File: config.mk
export PLATFORM = sky130hd
export DESIGN_NAME = fetch_prefetch
export DESIGN_NICKNAME = d
export VERILOG_FILES = /design/src/rtl/cpu_pkg.sv /design/src/rtl/sync_fifo.sv /design/src/rtl/fetch_prefetch.sv
export SDC_FILE = /design/constraint.sdc
export NUM_CORES = 1
export LEC_CHECK = 0
export ABC_AREA = 1
export BUFFER_PORTS_ARGS = -buffer_cell sky130_fd_sc_hd__buf_2
export CAP_MARGIN = 20
export CORE_MARGIN = 3
export CORE_UTILIZATION = 40
export CTS_CLUSTER_SIZE = 8
export DETAILED_ROUTE_END_ITERATION = 10
export HOLD_SLACK_MARGIN = 0.03
export SLEW_MARGIN = 20
export SYNTH_ARGS = -nofsm -noshare
export SYNTH_HDL_FRONTEND = slang
export SYNTH_SLANG_ARGS = --single-unit
File: constraint.sdc
create_clock -name clock -period 6.5 [get_ports clock]
set_input_delay 0.325 -clock clock [delete_from_list [all_inputs] [get_ports clock]]
set_output_delay 0.325 -clock clock [all_outputs]
set_load 0.02 [all_outputs]
File: src/rtl/cpu_pkg.sv
// Shared CPU definitions: architectural widths, canonical NOP and the
// fetch FIFO entry layout (instruction word plus its byte address).
package cpu_pkg;

   localparam int unsigned XLEN       = 32;
   localparam int unsigned INST_BYTES = 4;

   localparam logic [XLEN-1:0] NOP = 32'h0000_0013;

   typedef struct packed {
      logic [XLEN-1:0] word;
      logic [XLEN-1:0] pc;
   } fetch_entry_t;

endpackage

File: src/rtl/sync_fifo.sv
// Synchronous FIFO with flush. Head data is read combinationally from the
// storage array; push while full is only honoured together with a pop.
// Ports: clock, reset (sync, active-high), flush (drop contents, keep storage),
//        push/push_data (write), pop (advance head), pop_data (head word),
//        valid (not empty), full (DEPTH entries held).
module sync_fifo #(
   parameter int unsigned WIDTH = 64,
   parameter int unsigned DEPTH = 4
) (
   input  logic             clock,
   input  logic             reset,
   input  logic             flush,
   input  logic             push,
   input  logic [WIDTH-1:0] push_data,
   input  logic             pop,
   output logic [WIDTH-1:0] pop_data,
   output logic             valid,
   output logic             full
);

   localparam int unsigned PW = $clog2(DEPTH);
   localparam int unsigned CW = PW + 1;

   logic [WIDTH-1:0] mem [DEPTH];
   logic [PW-1:0]    wr_ptr;
   logic [PW-1:0]    rd_ptr;
   logic [CW-1:0]    count;
   logic             push_ok;
   logic             pop_ok;

   assign valid    = (count != '0);
   assign full     = (count == CW'(DEPTH));
   assign pop_ok   = pop & valid;
   assign push_ok  = push & (~full | pop_ok);
   assign pop_data = mem[rd_ptr];

   // Storage: cleared on reset only; a flush leaves stale words behind.
   always_ff @(posedge clock) begin
      if (reset) begin
         for (int i = 0; i < int'(DEPTH); i++) mem[i] <= '0;
      end else if (push_ok && !flush) begin
         mem[wr_ptr] <= push_data;
      end
   end

   // Pointers wrap naturally because DEPTH is a power of two.
   always_ff @(posedge clock) begin
      if (reset || flush) begin
         wr_ptr <= '0;
         rd_ptr <= '0;
         count  <= '0;
      end else begin
         if (push_ok) wr_ptr <= wr_ptr + PW'(1);
         if (pop_ok)  rd_ptr <= rd_ptr + PW'(1);
         case ({push_ok, pop_ok})
            2'b10:   count <= count + CW'(1);
            2'b01:   count <= count - CW'(1);
            default: count <= count;
         endcase
      end
   end

endmodule

File: src/rtl/fetch_prefetch.sv
// Instruction fetch stage: drives the ROM address from fetch_pc, captures the
// same-cycle ROM word with its PC into a small FIFO and hands it to decode
// over valid/ready. A redirect flushes the FIFO and restarts at the target.
// Ports: clock, reset (sync, active-high), fetch_enable, rom_address/rom_rdata
//        (async ROM), redirect_valid/redirect_pc (from execute),
//        inst_valid/inst_ready/inst_data/inst_pc (to decode).
module fetch_prefetch
   import cpu_pkg::*;
#(
   parameter int unsigned     WIDTH    = 32,
   parameter int unsigned     DEPTH    = 4,
   parameter logic [WIDTH-1:0] RESET_PC = 32'h0000_0000
) (
   input  logic             clock,
   input  logic             reset,
   input  logic             fetch_enable,
   output logic [WIDTH-1:0] rom_address,
   input  logic [WIDTH-1:0] rom_rdata,
   input  logic             redirect_valid,
   input  logic [WIDTH-1:0] redirect_pc,
   output logic             inst_valid,
   input  logic             inst_ready,
   output logic [WIDTH-1:0] inst_data,
   output logic [WIDTH-1:0] inst_pc
);

   localparam int unsigned EW = 2 * WIDTH;

   logic [WIDTH-1:0] fetch_pc;
   logic             deq;
   logic             enq;
   logic             full;
   fetch_entry_t     push_entry;
   fetch_entry_t     head_entry;
   logic [EW-1:0]    head_raw;

   assign rom_address = fetch_pc;

   // A full FIFO still takes a word when decode drains the head this cycle.
   assign deq = inst_valid & inst_ready;
   assign enq = fetch_enable & ~redirect_valid & (~full | deq);

   assign push_entry = '{word: XLEN'(rom_rdata), pc: XLEN'(fetch_pc)};
   assign head_entry = fetch_entry_t'(head_raw);
   assign inst_data  = WIDTH'(head_entry.word);
   assign inst_pc    = WIDTH'(head_entry.pc);

   // Fetch PC: reset beats redirect; redirect targets are forced word aligned.
   always_ff @(posedge clock) begin
      if (reset) begin
         fetch_pc <= RESET_PC;
      end else if (redirect_valid) begin
         fetch_pc <= {redirect_pc[WIDTH-1:2], 2'b00};
      end else if (enq) begin
         fetch_pc <= fetch_pc + WIDTH'(INST_BYTES);
      end
   end

   sync_fifo #(
      .WIDTH (EW),
      .DEPTH (DEPTH)
   ) u_fifo (
      .clock     (clock),
      .reset     (reset),
      .flush     (redirect_valid),
      .push      (enq),
      .push_data (EW'(push_entry)),
      .pop       (deq),
      .pop_data  (head_raw),
      .valid     (inst_valid),
      .full      (full)
   );

endmodule

==> results.ini, run 1 <==
[routing]
wirelength_microns=35100
detailedRoute.firstPassIterationCount=5
num_vias=9939
drc_errors=0
drtAntennaViolNets=0
drt_iter0_markers=669
detail_route.wl_per_cell_microns=18.0
viasPerCell=5.11

[clock_network]
cts_hold_buf=0
cts_buffers=41
cts_setup_buffers=0
clk_path_buf_depth=3
htreeDepth=2
clock_latency_ns=0.51
post_cts_resized=0
cts_tree=built
cts_sinks=287
clk_pin_slew_ns=0.05
cts-root-buf=clkbuf_16

[logic_synthesis]
yosys_warnings=0
yosysSeqAreaShare=0.613
ys_async_sr_fraction=0
ys_types=37
synth-edff-count=248
synth_ff_type=edfxtp_1
synth_area_per_cell_sq_um=9.89
ys_ff_latch=287
synthTopCellsByArea=edfxtp_1, nor2_1, dfxtp_1
yosysTopAreaCellShare=0.555
synthCells=1357
syn_area_sq_mm=0.0134
yosysTopAreaCell=edfxtp_1

[global_routing]
met3_usage=0.0381
grt_use_met2=0.315
grt_pass1_wl_microns=54700
grt_max_degree=95
busiest_layer=met2
grt_usage=0.194
grt_pass1_vias=9911
antenna_found_initial=0
grt_use_met1=0.270
grt_overflow_total=0

[timing]
relSlewSlack=0.311
tightestPinTransition_ns=1.03
final_max_slew_viol_count=0
finalCritPeriodShare=0.502
skew_ns=0.00870
fmax_ghz=0.306
fin_tns_setup_ns=0
hold_viol=0
period_needed_ns=3.27
setup_violations=0
rsz0062_at_grt=no

[floorplan]
io_pins=166
die_y_microns=189
rows=66
start_util=0.409
die_x_microns=189
core_area_sq_mm=0.0328
die_area_sq_mm=0.0358

[setup_path]
reg2reg_setup_slack_ns=3.44
crit_chain=buf_4, inv_2, buf_4, o21ai_0, o22ai_1, buf_2
worstPathRequired_ns=6.17
cpPeakStageDelay_ns=0.55
critical-path-slowest-cell=inv_2
endpoint_kind=output port
setup.worst_path.class=flip-flop to output port
path_max_fanout=63
critPathLaunchType=flip-flop
reg2reg_to=u_fifo.mem[3][47]
critPathArrivalTime_ns=2.94
timing.rr.start=u_fifo.count[1]
reg2reg_depth=8
path_common_cell=buf_4
endpoint=inst_pc[19]

[power_and_ir_drop]
p_int_mw=3.37
swShare=0.237
clkPwrFrac=0.437
p_sw_mw=1.05
seqPwrFrac=0.481
cellPowerDensity_mw_per_mm2=283
vdd_ir_drop_max_uv=154
p_leak_nw=5.97
fin_total_pwr_mw=4.42
comb_power_share=0.082

[cells_and_area]
nFillCells=3088
final_cells=1946
final_nets=1560
drive_gt1_frac=0.219
areaGrowthSynthToFinish_pct=16.3
diodes=0

[place]
placed_cells=1887
gp_congestion=0.893
hpwl_microns=19900
portBuffers=159

[outcome]
status=finished clean

[job]
maxCapViolCount=0

[hold_path]
hp-class=input pin to flip-flop

how the worst min path moves through the flow:
stage,from,to,depth (start not counted)
6_report,redirect_pc[4],rom_address[4],3
5_1_grt,redirect_pc[4],rom_address[4],3
4_1_cts,redirect_pc[4],rom_address[4],3
3_5_place_dp,u_fifo.count[0],u_fifo.count[0],2
3_3_place_gp,u_fifo.count[0],u_fifo.count[0],2
2_1_floorplan,u_fifo.count[0],u_fifo.count[0],2
area by class of cell:
| type | count | area [sq um] | area share |
|---|---|---|---|
| Sequential cell | 287 | 8230 | 0.527 |
| Multi-Input combinational cell | 872 | 4370 | 0.280 |
| Clock buffer | 58 | 1130 | 0.0725 |
| Timing Repair Buffer | 170 | 878 | 0.0562 |
| Tap cell | 442 | 553 | 0.0354 |
| Inverter | 116 | 445 | 0.0285 |
| Clock inverter | 1 | 8.76 | 0.000561 |
state kept, by name (all words and copies together), names as in the netlist, named ones only:
| signal | flops |
|---|---|
| u_fifo.mem | 248 |
| rom_address | 30 |
| u_fifo.count | 3 |
| u_fifo.rd_ptr | 2 |
| u_fifo.wr_ptr | 2 |
synth_stat cells, types with 3 or more instances:
library cell	n
dfxtp_1	39
inv_1	94
o21ai_0	150
o21ai_1	7
nand3_2	3
nor2_4	18
buf_2	31
nor2_1	346
a31oi_1	9
xor2_1	4
buf_6	9
nor3b_1	4
inv_2	21
buf_1	3
nand2_1	135
clkbuf_1	36
nand4_1	8
nor3_2	46
nor2_2	10
o22ai_1	62
nand3_1	35
buf_4	6
edfxtp_1	248
a21oi_1	14
nand2_2	4
routing by layer:
layer / routed length, microns / share of wire
met2: 16400 / 0.47
met5: 0 / 0
met4: 567 / 0.016
met1: 15600 / 0.45
met3: 2510 / 0.071
kinds of logic (layout without fill, tap and decap cells):
kind of cell | after synthesis | in the layout | synth area share
AND/OR/NAND/NOR | 615 | 615 | 0.216
flip-flops | 287 | 287 | 0.613
AO/OA/AOI/OAI | 246 | 246 | 0.0991
buffers and inverters | 201 | 345 | 0.0660
XOR/XNOR | 4 | 4 | 0.00261
adder cells (fa/ha/maj) | 3 | 3 | 0.00336
other | 1 | 4 | 0.000279
worst max-delay path: cells and delay by family, from the launching register on:
family	cells	cell delay, ns
AOI/OAI and AO/OA	2	0.47
buffers and inverters	4	1.60
DFF	1	0.30
stage by stage:
step	setup WS [ns]	area (sq um)	util	hold WS (ns)
2_1_floorplan	0.637	13400	-	0.457
3_3_place_gp	2.95	14500	0.442	0.466
3_5_place_dp	2.93	14500	0.442	0.473
4_1_cts	3.17	15600	0.476	0.0645
5_1_grt	3.04	15600	0.476	0.0773
6_report	3.23	15600	0.476	0.0808
cell usage in the layout (no fill, tap or decap):
cell / n
a21oi_1: 14
nor2_8: 1
nor3b_1: 4
clkbuf_16: 43
nand4_1: 8
o22ai_1: 62
o31ai_1: 1
a211oi_1: 2
and2_1: 1
nand2_2: 4
nor3_1: 2
o21ai_0: 148
buf_4: 11
dfxtp_4: 1
inv_1: 92
o21ai_4: 2
nor3_2: 46
nand2_4: 4
o21ai_1: 7
clkbuf_1: 15
xor2_1: 4
or2_2: 1
fa_1: 1
buf_2: 159
nand3_1: 35
dfxtp_1: 37
nor2_2: 10
ha_1: 2
a31oi_1: 9
inv_2: 21
nor2_1: 346
dfxtp_2: 1
inv_4: 2
inv_6: 2
o21a_1: 1
conb_1: 4
nor2_4: 18
edfxtp_1: 248
nand2_1: 132
nand3_2: 3
power by group through the flow:
| stage | combinational, mW | clock [mW] | sequential [mW] |
|---|---|---|---|
| after CTS | 0.369 | 1.97 | 2.13 |
| after global placement | 0.365 | 0 | 2.16 |
| after detailed placement | 0.368 | 0 | 2.16 |
| after floorplan | 0.222 | 0 | 2.17 |
| after global routing | 0.398 | 2.05 | 2.13 |
| final | 0.363 | 1.93 | 2.13 |
Note: power is estimated with default switching activity, not from simulation.
==> run 2, diff against run 1 <==
==> constraint.sdc (replaced) <==
create_clock -name clock -period 2.8 [get_ports clock]
set_input_delay 0.14 -clock clock [delete_from_list [all_inputs] [get_ports clock]]
set_output_delay 0.14 -clock clock [all_outputs]
set_load 0.02 [all_outputs]
==> results.ini, run 2 (synthesis results as in run 1) <==
[power_and_ir_drop]
cellPowerDensity_mw_per_mm2=617  ; was 283 mW/mm^2
fin_total_pwr_mw=10.3  ; was 4.42 mW
seqPwrFrac=0.479  ; was 0.481
clkPwrFrac=0.426  ; was 0.437
p_sw_mw=2.47  ; was 1.05 mW
comb_power_share=0.096  ; was 0.082
p_int_mw=7.83  ; was 3.37 mW
p_leak_nw=6.43  ; was 5.97 nW
vdd_ir_drop_max_uv=384  ; was 154 uV
swShare=0.240  ; was 0.237

[timing]
tightestPinTransition_ns=0.852  ; was 1.03 ns
fmax_ghz=0.421
setup_violations=0  ; unchanged
fin_tns_setup_ns=0  ; unchanged
rsz0062_at_grt=no  ; unchanged
worst_slack_ns=0.423  ; was 3.23 ns
period_needed_ns=2.38
finalCritPeriodShare=0.849
skew_ns=0.0164  ; was 0.00870 ns
final_max_slew_viol_count=0  ; unchanged
relSlewSlack=0.432  ; was 0.311
holdWs_ns=0.0421  ; was 0.0808 ns
hold_viol=0  ; unchanged

[cells_and_area]
final_util=0.509  ; was 0.476
final_common_cell=nor2_1  ; unchanged
drive_gt1_frac=0.219  ; about the same
finish.instance_area_sq_mm=0.0167  ; was 0.0156 sq mm
final_cell_mix=nor2_1, edfxtp_1, buf_2, o21ai_0, nand2_1  ; unchanged
nFillCells=3032  ; was 3088
regMostFlops=u_fifo.mem  ; unchanged
largest_reg_flops=248  ; unchanged
multiInputGateArea_sq_mm=0.00437  ; about the same
ff_latch_area_sq_mm=0.00823  ; unchanged
final_cells=2040  ; was 1946
final_nets=1654  ; was 1560
diodes=0  ; unchanged
areaGrowthSynthToFinish_pct=24.4  ; was 16.3%

[routing]
wirelength_microns=36600  ; was 35100 microns
drc_errors=0  ; unchanged
detailedRoute.firstPassIterationCount=5  ; unchanged
drt_iter0_markers=814  ; was 669
num_vias=10400  ; was 9939
viasPerCell=5.10  ; was 5.11
detail_route.wl_per_cell_microns=18.0  ; about the same
drtAntennaViolNets=0  ; unchanged

[clock_network]
cts_tree=built  ; unchanged
clock_latency_ns=0.53  ; was 0.51 ns
clk_pin_slew_ns=0.05  ; about the same
clk_path_buf_depth=3  ; unchanged
htreeDepth=2  ; unchanged
cts_sinks=287  ; unchanged
cts_hold_buf=73  ; was 0
post_cts_resized=0  ; unchanged
cts_buffers=41  ; unchanged
cts_setup_buffers=0  ; unchanged
cts-root-buf=clkbuf_16  ; unchanged

[floorplan]
start_util=0.409  ; unchanged
die_y_microns=189  ; unchanged
die_area_sq_mm=0.0358  ; unchanged
io_pins=166  ; unchanged
die_x_microns=189  ; unchanged
rows=66  ; unchanged
core_area_sq_mm=0.0328  ; unchanged

[setup_path]
critical-path-slowest-cell=buf_4  ; was inv_2
path_max_fanout=62  ; was 63
worstPathRequired_ns=2.66  ; was 6.17 ns
setup.worst_path.class=flip-flop to output port  ; unchanged
cpPeakStageDelay_ns=0.58  ; was 0.55 ns
reg2reg_setup_slack_ns=0.64  ; was 3.44 ns
critPathLaunchType=flip-flop  ; unchanged
critPathArrivalTime_ns=2.24  ; was 2.94 ns
crit_chain=buf_4, o21ai_0, o22ai_1, buf_2  ; was buf_4, inv_2, buf_4, o21ai_0, o22ai_1, buf_2
endpoint_kind=output port  ; unchanged

[place]
place_area_sq_mm=0.0148  ; was 0.0145 sq mm
gp_congestion=0.947  ; was 0.893
portBuffers=159  ; unchanged
placed_cells=1908  ; was 1887
hpwl_microns=22000  ; was 19900 microns
preCtsSetupSlack_ns=0.661  ; was 2.93 ns

[outcome]
status=finished clean  ; unchanged

[job]
maxCapViolCount=0  ; unchanged

[global_routing]
grt_pass1_vias=10200  ; was 9911
grt_overflow_total=0  ; unchanged
grt_max_degree=83  ; was 95
grt_pass1_wl_microns=57400  ; was 54700 microns
antenna_found_initial=0  ; unchanged
grt_usage=0.204  ; was 0.194

[hold_path]
hp-class=input pin to flip-flop  ; unchanged

## run 2: cell type report
type                            instances  area share
Clock inverter                          3     0.00247
Tap cell                              442      0.0331
Sequential cell                       287       0.493
Inverter                              116      0.0267
Clock buffer                           56      0.0648
Multi-Input combinational cell        872       0.262
Timing Repair Buffer                  264       0.118
## run 2: worst paths after layout
check,from,end,depth (start not counted)
max,flip-flop,inst_pc[16],4
min,reset,rom_address[17],4
max reg2reg,u_fifo.count[0],u_fifo.count[2],12
min reg2reg,u_fifo.count[0],u_fifo.count[0],2
## run 2: worst max-delay path, delay by kind of cell (launching register included)
| family | cells | cell delay (ns) |
|---|---|---|
| buffers and inverters | 2 | 0.82 |
| DFF | 1 | 0.33 |
| AOI/OAI and AO/OA | 2 | 0.54 |
## run 2: per-layer routing
metal  vias to the layer above  wire [microns]  track usage
met4                         0             450       0.0364
met1                      4980           15900        0.279
met3                        41            2670       0.0400
li1                       5055               -            -
met5                         -               0            0
met2                       337           17600        0.342
## run 2: power groups by stage
stage / registers, mW / clock network (mW) / logic (mW)
after global routing: 4.95 / 4.67 / 1.08
after detailed placement: 5.01 / 0 / 0.918
after global placement: 5.00 / 0 / 0.910
after floorplan: 5.03 / 0 / 0.520
final: 4.93 / 4.39 / 0.989
after CTS: 4.93 / 4.47 / 0.998
==> run 3, diff against run 2 <==
--- a/config.mk
+++ b/config.mk
@@ -5,7 +5,7 @@
 export SDC_FILE = /design/constraint.sdc
 export NUM_CORES = 1
 export LEC_CHECK = 0
-export ABC_AREA = 1
+export ABC_AREA = 0
 export BUFFER_PORTS_ARGS = -buffer_cell sky130_fd_sc_hd__buf_2
 export CAP_MARGIN = 20
 export CORE_MARGIN = 3
==> constraint.sdc (replaced) <==
create_clock -name clock -period 2.4 [get_ports clock]
set_input_delay 0.12 -clock clock [delete_from_list [all_inputs] [get_ports clock]]
set_output_delay 0.12 -clock clock [all_outputs]
set_load 0.02 [all_outputs]
==> results.ini, run 3 <==
[outcome]
status=finished clean  ; unchanged

[routing]
drtAntennaViolNets=0  ; unchanged
detailedRoute.firstPassIterationCount=4  ; was 5
detail_route.wl_per_cell_microns=19.6  ; was 18.0 microns
drc_errors=0  ; unchanged
num_vias=7864  ; was 10.4k
wirelength_microns=30700  ; was 36600 microns
viasPerCell=5.03  ; was 5.10
drt_iter0_markers=514  ; was 814

[power_and_ir_drop]
fin_total_pwr_mw=11.8  ; was 10.3 mW
cellPowerDensity_mw_per_mm2=720  ; was 617 mW/mm^2
p_leak_nw=6.37  ; was 6.43 nW
vdd_ir_drop_max_uv=402  ; was 384 uV

[logic_synthesis]
yosysTopAreaCellShare=0.574  ; was 0.555
ys_types=47  ; was 37
synth_commonest_cells=edfxtp_1, and2_1, mux4_2  ; was nor2_1, edfxtp_1, o21ai_0
syn_area_sq_mm=0.0130  ; was 0.0134 sq mm
synthSimpleGateAreaFrac=0.170  ; was 0.216
synth-adder-area-share=0.00347  ; was 0.00336
synth-edff-count=248  ; unchanged
synth_compound_area_frac=0.0257  ; was 0.0991
synth_xor_area_frac=0.0216  ; was 0.00261
ys_async_sr_fraction=0  ; unchanged
yosysSeqAreaShare=0.634  ; was 0.613
synth_top_family_by_area=simple AND/OR/NAND/NOR gates  ; unchanged
ys_ff_latch=287  ; unchanged
synth_ff_type=edfxtp_1  ; unchanged
post-synth-top-count-cell=edfxtp_1  ; was nor2_1
yosys_warnings=0  ; unchanged
synthMuxAreaShare=0.111  ; was 0
synthTopCellsByArea=edfxtp_1, and2_1, mux4_2  ; was edfxtp_1, nor2_1, dfxtp_1
synthCells=889  ; was 1357
synth_area_per_cell_sq_um=14.6  ; was 9.89 sq um
yosysTopAreaCell=edfxtp_1  ; unchanged

[global_routing]
grt_usage=0.180  ; was 0.204
grt_overflow_total=0  ; unchanged
grt_use_met2=0.297  ; was 0.342
antenna_found_initial=0  ; unchanged
grt_pass1_vias=8296  ; was 10.2k
busiest_layer=met2  ; unchanged
grt_use_met1=0.246  ; was 0.279
met3_usage=0.0377  ; was 0.0400
grt_max_degree=59  ; was 83
grt_pass1_wl_microns=47300  ; was 57400 microns

[hold_path]
hp-class=input pin to flip-flop  ; unchanged
min_to=rom_address[17]  ; unchanged
hp-start=redirect_valid  ; was reset
worstHoldPathCells=2  ; was 4

[clock_network]
htreeDepth=2  ; unchanged
clk_path_buf_depth=3  ; unchanged
cts-root-buf=clkbuf_16  ; unchanged
cts_tree=built  ; unchanged
cts_buffers=41  ; unchanged
cts_sinks=287  ; unchanged
clock_latency_ns=0.51  ; was 0.53 ns
clk_pin_slew_ns=0.05  ; about the same

[floorplan]
start_util=0.409  ; about the same
die_area_sq_mm=0.0346  ; was 0.0358 sq mm
core_area_sq_mm=0.0317  ; was 0.0328 sq mm
die_y_microns=186  ; was 189 microns
die_x_microns=186  ; was 189 microns
rows=65  ; was 66
io_pins=166  ; unchanged

[timing]
final_max_slew_viol_count=0  ; unchanged
finalCritPeriodShare=0.939
fin_tns_setup_ns=0  ; unchanged
setup_violations=0  ; unchanged
period_needed_ns=2.25
tightestPinTransition_ns=0.698  ; was 0.852 ns
hold_viol=0  ; unchanged
relSlewSlack=0.535  ; was 0.432
rsz0062_at_grt=no  ; unchanged
fmax_ghz=0.444
skew_ns=0.0142  ; was 0.0164 ns

[setup_path]
critPathArrivalTime_ns=2.69  ; was 2.24 ns
timing.rr.start=u_fifo.count[1]  ; was u_fifo.count[0]
cpPeakStageDelay_ns=0.56  ; was 0.58 ns
setup.worst_path.class=flip-flop to flip-flop  ; was flip-flop to output port
critical-path-slowest-cell=or4b_4  ; was buf_4
endpoint_kind=flip-flop  ; was output port
reg2reg_setup_slack_ns=0.15  ; was 0.64 ns
reg2reg_to=u_fifo.count[2]  ; unchanged
path_max_fanout=6  ; was 62
critPathLaunchType=flip-flop  ; unchanged
worstPathRequired_ns=2.84  ; was 2.66 ns
crit_chain=or4b_4, nand2_8, or2_4, ha_4, inv_1, fa_2, xor2_1, or3_1, a21oi_1  ; was buf_4, o21ai_0, o22ai_1, buf_2
reg2reg_depth=9  ; was 12

[cells_and_area]
diodes=0  ; unchanged
final_common_cell=edfxtp_1  ; was nor2_1
drive_gt1_frac=0.295  ; was 0.219
largest_reg_flops=248  ; unchanged
final_nets=1219  ; was 1654
areaGrowthSynthToFinish_pct=26.0  ; was 24.4%
final_cell_mix=edfxtp_1, and2_1, buf_2, dlygate4sd3_1, mux4_2  ; was nor2_1, edfxtp_1, buf_2, o21ai_0, nand2_1
regMostFlops=u_fifo.mem  ; unchanged

[place]
portBuffers=159  ; unchanged
gp_congestion=0.763  ; was 0.947
hpwl_microns=19000  ; was 22000 microns

[job]
maxCapViolCount=0  ; unchanged

[run 3: cell count changes in the layout (fill, tap and decap cells not counted), sizes merged, moves of 17 or more]
cell | before | now
o22ai | 62 | 1
nand3 | 38 | 11
o21ai | 157 | 7
nor2 | 375 | 18
inv | 117 | 28
buf | 191 | 216
nand2 | 140 | 15
o21a | 1 | 19
and2 | 1 | 238
mux4 | 0 | 62
nor3 | 48 | 11
xor2 | 4 | 21
[run 3: critical path, delay by kind of cell (launching register included)]
kind | cells | cell delay [ns]
AOI/OAI and AO/OA | 1 | 0.13
DFF | 1 | 0.32
buffers and inverters | 1 | 0.05
adders and majority gates | 2 | 0.46
and+or+nand+nor | 4 | 1.09
xor gates and xnor gates | 1 | 0.15
[run 3: repair_timing]
item,4_1_cts,5_1_grt
setup endpoints to repair,0,6
hold buffers,63,0
setup buffers,0,5
resized for setup,0,1
hold endpoints to repair,158,0
[run 3: cell families after synthesis]
logic type,Yosys count
mux,66
simple gates,350
compound gates,55
other cells,1
flops,287
buf+inv,95
xor+xnor,32
fa+ha+maj,3
[run 3: how the worst max path moves through the flow]
| stage | startpoint | to | cells past startpoint |
|---|---|---|---|
| 3_3_place_gp | u_fifo.count[1] | u_fifo.count[2] | 9 |
| 5_1_grt | u_fifo.count[1] | u_fifo.count[2] | 9 |
| 3_5_place_dp | u_fifo.count[1] | u_fifo.count[2] | 9 |
| 4_1_cts | flip-flop | inst_data[1] | 3 |
| 6_report | u_fifo.count[1] | u_fifo.count[2] | 9 |
| 2_1_floorplan | u_fifo.count[1] | u_fifo.count[2] | 11 |
[run 3: power breakdown]
group	switching (mW)	total (mW)	internal, mW	leakage (nW)
Sequential	0.0999	5.75	5.65	2.89
Combinational	0.567	0.998	0.431	2.95
Clock	1.93	5.01	3.08	0.524
Total	2.60	11.8	9.16	6.37
[run 3: routing by layer]
layer	vias up	wire length (microns)
li1	3729	-
met3	43	1790
met1	3859	13600
met5	-	0
met2	233	14700
met4	0	582
[run 3: area by class of cell]
type / instances / area (sq um)
clock buffer: 57 / 1090
fill: 2697 / 15400
inverter: 28 / 105
multi-input combinational: 510 / 4370
sequential: 287 / 8240
tap: 402 / 503
timing repair buffer: 279 / 2040
[run 3: through the flow]
stage	hold slack, ns	setup WS (ns)	area (sq um)	cells	util
global placement	0.362	0.0789	14600	1438	0.460
detailed placement	0.370	0.0809	14600	1438	0.460
finish	0.0721	0.147	16300	1563	0.515
global route	0.0679	0.0803	16300	1563	0.515
CTS	0.0393	0.0269	16300	1558	0.514
floorplan	0.265	0.00357	13000	892	-
